File: src/rtl/lcd_layer_arbiter.sv
`timescale 1ns/1ps
// Layer compositor for a ball and two paddles over a background, one-cycle registered output.
// Optional feature macro: LCD_COLLISION_DETECT_EN (ball/paddle overlap flag on o_collision).
module lcd_layer_arbiter #(
    parameter int unsigned H_ACTIVE  = 480,
    parameter int unsigned V_ACTIVE  = 272,
    parameter int unsigned BALL_SIZE = 8,
    parameter int unsigned PAD_W     = 8,
    parameter int unsigned PAD_H     = 48,
    parameter logic [23:0] C_BG      = 24'h000000,
    parameter logic [23:0] C_BALL    = 24'hFFFFFF,
    parameter logic [23:0] C_PAD     = 24'h00FF00
) (
    input  logic        i_clk,
    input  logic        i_rst,
    input  logic [8:0]  i_x,
    input  logic [8:0]  i_y,
    input  logic        i_data_enable,
    input  logic        i_upd_valid,
    input  logic [1:0]  i_upd_id,
    input  logic [8:0]  i_upd_x,
    input  logic [8:0]  i_upd_y,
    output logic        o_upd_ready,
    output logic [23:0] o_color,
    output logic        o_data_enable,
    output logic [7:0]  o_frame,
    output logic        o_frame_tick,
    output logic        o_collision
);
    typedef logic [8:0] coord_t;
    typedef struct packed {
        coord_t x;
        coord_t y;
    } pos_t;
    typedef enum logic [1:0] {WAIT_FRAME, RUN, COMMIT} state_t;

    localparam int unsigned L_BALL  = 0;
    localparam int unsigned L_LEFT  = 1;
    localparam int unsigned L_RIGHT = 2;

    localparam logic [9:0] BALL_W10  = 10'(BALL_SIZE);
    localparam logic [9:0] PAD_W10   = 10'(PAD_W);
    localparam logic [9:0] PAD_H10   = 10'(PAD_H);
    localparam logic [9:0] BALL_XMAX = 10'(H_ACTIVE - BALL_SIZE);
    localparam logic [9:0] BALL_YMAX = 10'(V_ACTIVE - BALL_SIZE);
    localparam logic [9:0] PAD_XMAX  = 10'(H_ACTIVE - PAD_W);
    localparam logic [9:0] PAD_YMAX  = 10'(V_ACTIVE - PAD_H);
    localparam coord_t     PAD_Y0    = 9'((V_ACTIVE - PAD_H) / 2);

    localparam pos_t [2:0] RESET_POS = {
        pos_t'{x: 9'(H_ACTIVE - 8 - PAD_W), y: PAD_Y0},
        pos_t'{x: 9'd8, y: PAD_Y0},
        pos_t'{x: 9'((H_ACTIVE - BALL_SIZE) / 2), y: 9'((V_ACTIVE - BALL_SIZE) / 2)}
    };

    // Comparisons run at 10 bits so pos + size never wraps past the 9-bit coordinate range.
    function automatic logic hit(coord_t px, coord_t py, pos_t p, logic [9:0] w, logic [9:0] h);
        logic [9:0] x10, y10, ox, oy;
        x10 = {1'b0, px};
        y10 = {1'b0, py};
        ox  = {1'b0, p.x};
        oy  = {1'b0, p.y};
        return (x10 >= ox) && (x10 < ox + w) && (y10 >= oy) && (y10 < oy + h);
    endfunction

    function automatic coord_t clamp(coord_t v, logic [9:0] lim);
        return ({1'b0, v} > lim) ? lim[8:0] : v;
    endfunction

    state_t      state_q, state_d;
    pos_t [2:0]  shadow_q, shadow_d;
    pos_t [2:0]  active_q, active_d;
    logic [23:0] color_q, color_d;
    logic        de_q;
    logic [7:0]  frame_q, frame_d;
    logic        tick_q, tick_d;
    logic        upd_ready_q, upd_ready_d;

    logic frame_end, hit_ball, hit_left, hit_right;

    assign frame_end = i_data_enable && (i_x == 9'(H_ACTIVE - 1)) && (i_y == 9'(V_ACTIVE - 1));
    assign hit_ball  = hit(i_x, i_y, active_q[L_BALL],  BALL_W10, BALL_W10);
    assign hit_left  = hit(i_x, i_y, active_q[L_LEFT],  PAD_W10,  PAD_H10);
    assign hit_right = hit(i_x, i_y, active_q[L_RIGHT], PAD_W10,  PAD_H10);

    // NOTE: every always_comb output gets its default first, so no path can infer a latch.
    always_comb begin
        state_d = state_q;
        unique case (state_q)
            WAIT_FRAME: if (frame_end) state_d = COMMIT;
            RUN:        if (frame_end) state_d = COMMIT;
            COMMIT:     state_d = RUN;
            default:    state_d = WAIT_FRAME;
        endcase
    end

    always_comb begin
        shadow_d = shadow_q;
        if (i_upd_valid && upd_ready_q) begin
            case (i_upd_id)
                2'd0: shadow_d[L_BALL]  = '{x: clamp(i_upd_x, BALL_XMAX), y: clamp(i_upd_y, BALL_YMAX)};
                2'd1: shadow_d[L_LEFT]  = '{x: clamp(i_upd_x, PAD_XMAX),  y: clamp(i_upd_y, PAD_YMAX)};
                2'd2: shadow_d[L_RIGHT] = '{x: clamp(i_upd_x, PAD_XMAX),  y: clamp(i_upd_y, PAD_YMAX)};
                default: ;
            endcase
        end
        active_d    = (state_q == COMMIT) ? shadow_q : active_q;
        frame_d     = (state_q == COMMIT) ? frame_q + 8'd1 : frame_q;
        tick_d      = (state_d == COMMIT);
        upd_ready_d = (state_d != COMMIT);
    end

    always_comb begin
        color_d = 24'h0;
        if (i_data_enable) begin
            if (state_q == WAIT_FRAME) color_d = C_BG;
            else if (hit_ball)         color_d = C_BALL;
            else if (hit_left)         color_d = C_PAD;
            else if (hit_right)        color_d = C_PAD;
            else                       color_d = C_BG;
        end
    end

    // NOTE: shadow and active position registers are reset too, so a reset discards pending writes.
    always_ff @(posedge i_clk or posedge i_rst) begin
        if (i_rst) begin
            state_q     <= WAIT_FRAME;
            shadow_q    <= RESET_POS;
            active_q    <= RESET_POS;
            color_q     <= 24'h0;
            de_q        <= 1'b0;
            frame_q     <= 8'd0;
            tick_q      <= 1'b0;
            upd_ready_q <= 1'b0;
        end else begin
            state_q     <= state_d;
            shadow_q    <= shadow_d;
            active_q    <= active_d;
            color_q     <= color_d;
            de_q        <= i_data_enable;
            frame_q     <= frame_d;
            tick_q      <= tick_d;
            upd_ready_q <= upd_ready_d;
        end
    end

`ifdef LCD_COLLISION_DETECT_EN
    logic coll_flag_q, coll_flag_d;
    logic collision_q, collision_d;

    // The frame-end pixel is registered into the flag before COMMIT samples it.
    always_comb begin
        coll_flag_d = coll_flag_q;
        collision_d = collision_q;
        if (state_q == COMMIT) begin
            collision_d = coll_flag_q;
            coll_flag_d = 1'b0;
        end
        if (i_data_enable && (state_q != WAIT_FRAME) && hit_ball && (hit_left || hit_right))
            coll_flag_d = 1'b1;
    end

    always_ff @(posedge i_clk or posedge i_rst) begin
        if (i_rst) begin
            coll_flag_q <= 1'b0;
            collision_q <= 1'b0;
        end else begin
            coll_flag_q <= coll_flag_d;
            collision_q <= collision_d;
        end
    end

    assign o_collision = collision_q;
`else
    assign o_collision = 1'b0;
`endif

    assign o_upd_ready   = upd_ready_q;
    assign o_color       = color_q;
    assign o_data_enable = de_q;
    assign o_frame       = frame_q;
    assign o_frame_tick  = tick_q;
endmodule

File: config.mk
export PLATFORM = sky130hd
export DESIGN_NAME = lcd_layer_arbiter
export DESIGN_NICKNAME = d
export VERILOG_FILES = /design/src/rtl/lcd_layer_arbiter.sv
export SDC_FILE = /design/constraint.sdc
export NUM_CORES = 1
export LEC_CHECK = 0
export CORE_AREA = 3 3 176 178
export CTS_CLUSTER_DIAMETER = 200
export DETAILED_ROUTE_END_ITERATION = 10
export DIE_AREA = 0 0 179 181
export GPL_TIMING_DRIVEN = 0
export HOLD_SLACK_MARGIN = 0.05
export REMOVE_ABC_BUFFERS = 1
export SKIP_LAST_GASP = 1
export SLEW_MARGIN = 20
export SYNTH_ARGS = -nofsm -noshare
export SYNTH_HDL_FRONTEND = slang
export SYNTH_SLANG_ARGS = --single-unit
File: constraint.sdc
create_clock -name i_clk -period 4.4 [get_ports i_clk]
set_clock_uncertainty 0.1 [all_clocks]
set_input_delay 0.88 -clock i_clk [delete_from_list [all_inputs] [get_ports i_clk]]
set_output_delay 0.88 -clock i_clk [all_outputs]
set_load 0.01 [all_outputs]
==> metrics.txt <==
# TYPE chip_impl_metric gauge
chip_impl_metric{name="finalInstanceArea",unit="sq um"} 9010
chip_impl_metric{name="reg2reg_setup_slack",unit="ns"} 1.82
chip_impl_metric{name="avg_synthesized_cell_area",unit="sq um"} 9.47
chip_impl_metric{name="netlist.area_leader.share",unit="%"} 29.6
chip_impl_info{name="timing.critical_path.slowest_stage_cell",value="clkdlybuf4s50_1"} 1
chip_impl_info{name="outcome",value="complete, no violations"} 1
chip_impl_metric{name="grt-ovfl-total",unit=""} 0
chip_impl_metric{name="clock_sink_count",unit=""} 123
chip_impl_info{name="worst_r2r_endpoint",value="o_color[15]"} 1
chip_impl_metric{name="number_of_global_route_vias_before_repair",unit=""} 5600
chip_impl_info{name="synth_top_flop_cell",value="dfrtp_1"} 1
chip_impl_metric{name="place_ws",unit="ns"} 1.13
chip_impl_info{name="tritoncts",value="yes"} 1
chip_impl_metric{name="syn_area",unit="sq um"} 7360
chip_impl_info{name="synth_common_cells",value="127 x nand2_1, 95 x ha_1, 87 x dfrtp_1"} 1
chip_impl_metric{name="cellPowerDensity",unit="nW/um^2"} 331
chip_impl_metric{name="antenna_left",unit=""} 0
chip_impl_metric{name="synth_seq_area_share",unit="%"} 42.4
chip_impl_metric{name="cts_inserted_buffers",unit=""} 17
chip_impl_metric{name="grt.total_usage",unit="%"} 11.2
chip_impl_metric{name="count_of_cells_along_the_worst_register_to_register_path",unit=""} 10
chip_impl_metric{name="hold_violations",unit=""} 0
chip_impl_info{name="grt_setup_unrepaired",value="false"} 1
chip_impl_info{name="hold_path.startpoint",value="shadow_q[9]"} 1
chip_impl_metric{name="row_count",unit=""} 63
chip_impl_info{name="reg2reg_launch_point",value="active_q[12]"} 1
chip_impl_metric{name="finalSetupViolations",unit=""} 0
chip_impl_info{name="path_class",value="primary input to flop"} 1
chip_impl_info{name="hp-class",value="flop to flop"} 1
chip_impl_metric{name="final_layout_size_suffix_gt1_share",unit="%"} 10.5
chip_impl_metric{name="max_freq",unit="GHz"} 0.343
chip_impl_info{name="synth_largest_area_cell",value="dfrtp_1"} 1
chip_impl_metric{name="floorplan.die.height",unit="um"} 181
chip_impl_metric{name="grt_pass1_wl",unit="um"} 29300
chip_impl_metric{name="ctsResizeCount",unit=""} 0
chip_impl_metric{name="detailed_place_hpwl",unit="um"} 13100
chip_impl_metric{name="synth_cells",unit=""} 777
chip_impl_info{name="worstSetupStartpointType",value="primary input"} 1
chip_impl_metric{name="num-fill-cells",unit=""} 3081
chip_impl_metric{name="post_drt_wl_per_cell",unit="um"} 14.1
chip_impl_info{name="ys_top_cells_by_area",value="dfrtp_1 30%, ha_1 16%, dfstp_2 13%, nand2_1 6.5%, o21ai_1 3.7%"} 1
chip_impl_metric{name="core",unit="sq um"} 29600
chip_impl_metric{name="clock_latency",unit="ns"} 0.41
chip_impl_metric{name="maxSlewViolCount",unit=""} 0
chip_impl_metric{name="post_cts.repair.setup_buffers",unit=""} 0
chip_impl_metric{name="die_area",unit="sq um"} 32400
chip_impl_info{name="whs_endpoint",value="active_q[9]"} 1
chip_impl_metric{name="drt_pass1_iterations",unit=""} 4
chip_impl_metric{name="first_iter_violations",unit=""} 333
chip_impl_metric{name="slew_headroom",unit="%"} 52.3
chip_impl_metric{name="boundaryPins",unit=""} 78
chip_impl_metric{name="grt_start_max_net_pins",unit=""} 71
chip_impl_metric{name="postPlaceCellArea",unit="sq um"} 8420
chip_impl_metric{name="yosysWarnings",unit=""} 0
chip_impl_metric{name="worst-slew-pin-transition",unit="ns"} 0.712
chip_impl_metric{name="power.total",unit="uW"} 2980
chip_impl_metric{name="initial_utilization",unit="%"} 24.9
chip_impl_metric{name="routed_wl",unit="um"} 17400
chip_impl_metric{name="place.port_buffers",unit=""} 76
chip_impl_metric{name="timing.hold.ws",unit="ns"} 0.363
chip_impl_metric{name="synth.lib_cells_used.distinct",unit=""} 52
chip_impl_metric{name="cp_max_fo",unit=""} 7
chip_impl_metric{name="cts.htree.levels",unit=""} 4
chip_impl_metric{name="cts.clk_slew.worst_paths",unit="ns"} 0.06
chip_impl_metric{name="vdd_ir_drop_max",unit="mV"} 0.198
chip_impl_metric{name="number_of_enable_flip_flop_cells_after_synthesis",unit=""} 0
chip_impl_metric{name="multi_input_area",unit="sq um"} 3740
chip_impl_metric{name="seqCellArea",unit="sq um"} 3120
chip_impl_metric{name="cap_violations",unit=""} 0
chip_impl_metric{name="hold_path_depth",unit=""} 2
chip_impl_metric{name="initial_antenna_violation_count",unit=""} 2
chip_impl_metric{name="detail_route.drc_violations",unit=""} 0
chip_impl_metric{name="dieWidth",unit="um"} 179
chip_impl_metric{name="cellLeakagePower",unit="uW"} 0.00375
chip_impl_metric{name="timing.final.crit_period",unit="ns"} 2.91
chip_impl_metric{name="syn_to_final_growth",unit="%"} 22.5
chip_impl_info{name="timing.critical_path.to_type",value="flop"} 1
chip_impl_metric{name="drt-vias-per-instance",unit=""} 4.52
chip_impl_info{name="critical_path.cell_chain",value="clkdlybuf4s50_1 -> ha_1 -> a21o_1 -> a211oi_1 -> o221ai_1 -> a21oi_1 -> nand4b_1 -> o211ai_2"} 1
chip_impl_metric{name="totalNegativeSetupSlack",unit="ns"} 0
chip_impl_info{name="synthMostInstantiatedCell",value="nand2_1"} 1
chip_impl_metric{name="cts-root-to-sink-buffers",unit=""} 2
chip_impl_metric{name="worst_ep_required_time",unit="ns"} 4.57
chip_impl_metric{name="fin_ws",unit="ns"} 1.49
chip_impl_metric{name="cts_hold_repair.buffers",unit=""} 0
chip_impl_metric{name="route.vias.total",unit=""} 5580
chip_impl_metric{name="max_stage_delay",unit="ns"} 0.74
chip_impl_metric{name="async_reset_ff_share",unit="%"} 100
chip_impl_metric{name="gp_congestion",unit=""} 0.837
chip_impl_metric{name="num_antenna_cells",unit=""} 0
chip_impl_metric{name="final_net_count",unit=""} 968
chip_impl_info{name="clk_root_buffer_cell",value="clkbuf_16"} 1
chip_impl_metric{name="cp_data_arrival_time",unit="ns"} 3.08
chip_impl_metric{name="final_worst_path_period_share",unit="%"} 66.2
chip_impl_metric{name="postSynthRegisterBits",unit=""} 123
-- critical path: cells and delay by family --
family	cells	cell delay, ns
compound gates	5	0.97
fa+ha+maj	1	0.32
simple gates	1	0.16
buf+inv	1	0.74
-- logic make-up after synthesis --
logic type	synth area share, %
XOR/XNOR	3.45
adder cells (fa/ha/maj)	16.2
AND/OR/NAND/NOR	13.8
other	0.0510
buffers and inverters	6.84
AO/OA/AOI/OAI	15.7
flip-flops	42.4
multiplexers	1.53
-- worst max path at each step --
stage | from | to | slack, ns | depth (start not counted)
floorplan | i_rst | active_q[0] | 0.21 | 1
global placement | i_rst | active_q[32] | -1.64 | 2
detailed placement | i_y[7] | o_color[15] | 1.13 | 8
CTS | i_y[7] | o_color[15] | 1.55 | 8
global route | i_y[6] | o_color[15] | 1.38 | 8
finish | i_y[6] | o_color[15] | 1.49 | 8
-- cell usage in the layout, fill, tap and decap left out, types with 9 or more instances in the layout --
master	n
o21ai_0	46
o2111ai_1	9
clkbuf_16	17
clkdlybuf4s50_1	76
dfrtp_1	87
nor2_1	18
a21oi_1	25
nor2b_1	10
o21ai_1	55
nand4_1	11
a21o_1	16
nand2b_1	10
dfstp_2	36
nand2_1	126
ha_1	95
nand3_1	17
xnor2_1	25
inv_1	56
-- flip-flops by register name, summed over array words and instances (netlist names) --
| register | flops |
|---|---|
| active_q | 54 |
| shadow_q | 54 |
| o_frame | 8 |
| o_color | 2 |
| state_q | 2 |
| o_data_enable | 1 |
| o_frame_tick | 1 |
| o_upd_ready | 1 |
-- routing by layer --
metal | track usage [%] | vias to the layer above | part of all wire (%)
li1 | - | 2791 | -
met1 | 14.7 | 2664 | 46
met2 | 18.5 | 99 | 48
met3 | 2.27 | 22 | 4.4
met4 | 3.65 | 4 | 1.5
met5 | 0 | - | 0.12
-- power breakdown --
part / leakage (uW) / switching (uW) / total, uW / internal, uW
Sequential: 0.00153 / 39.9 / 1270 / 1230
Clock: 0.000286 / 558 / 1410 / 850
Combinational: 0.00193 / 166 / 307 / 141
-- cell type report --
| class | count | area share, % |
|---|---|---|
| clock inverters | 14 | 1.78 |
| repair buffers | 80 | 9.22 |
| well taps | 390 | 5.42 |
| flip-flops and latches | 123 | 34.7 |
| multi-input cells | 546 | 41.5 |
| inverters | 63 | 2.68 |
| clock buffers | 18 | 4.76 |
-- metrics by stage --
step           utilization, %  std cells
2_1_floorplan               -        732
3_3_place_gp             28.2       1198
3_5_place_dp             28.5       1202
4_1_cts                  30.5       1234
5_1_grt                  30.5       1234
6_report                 30.5       1234
Power figures use the tool's default switching activity.
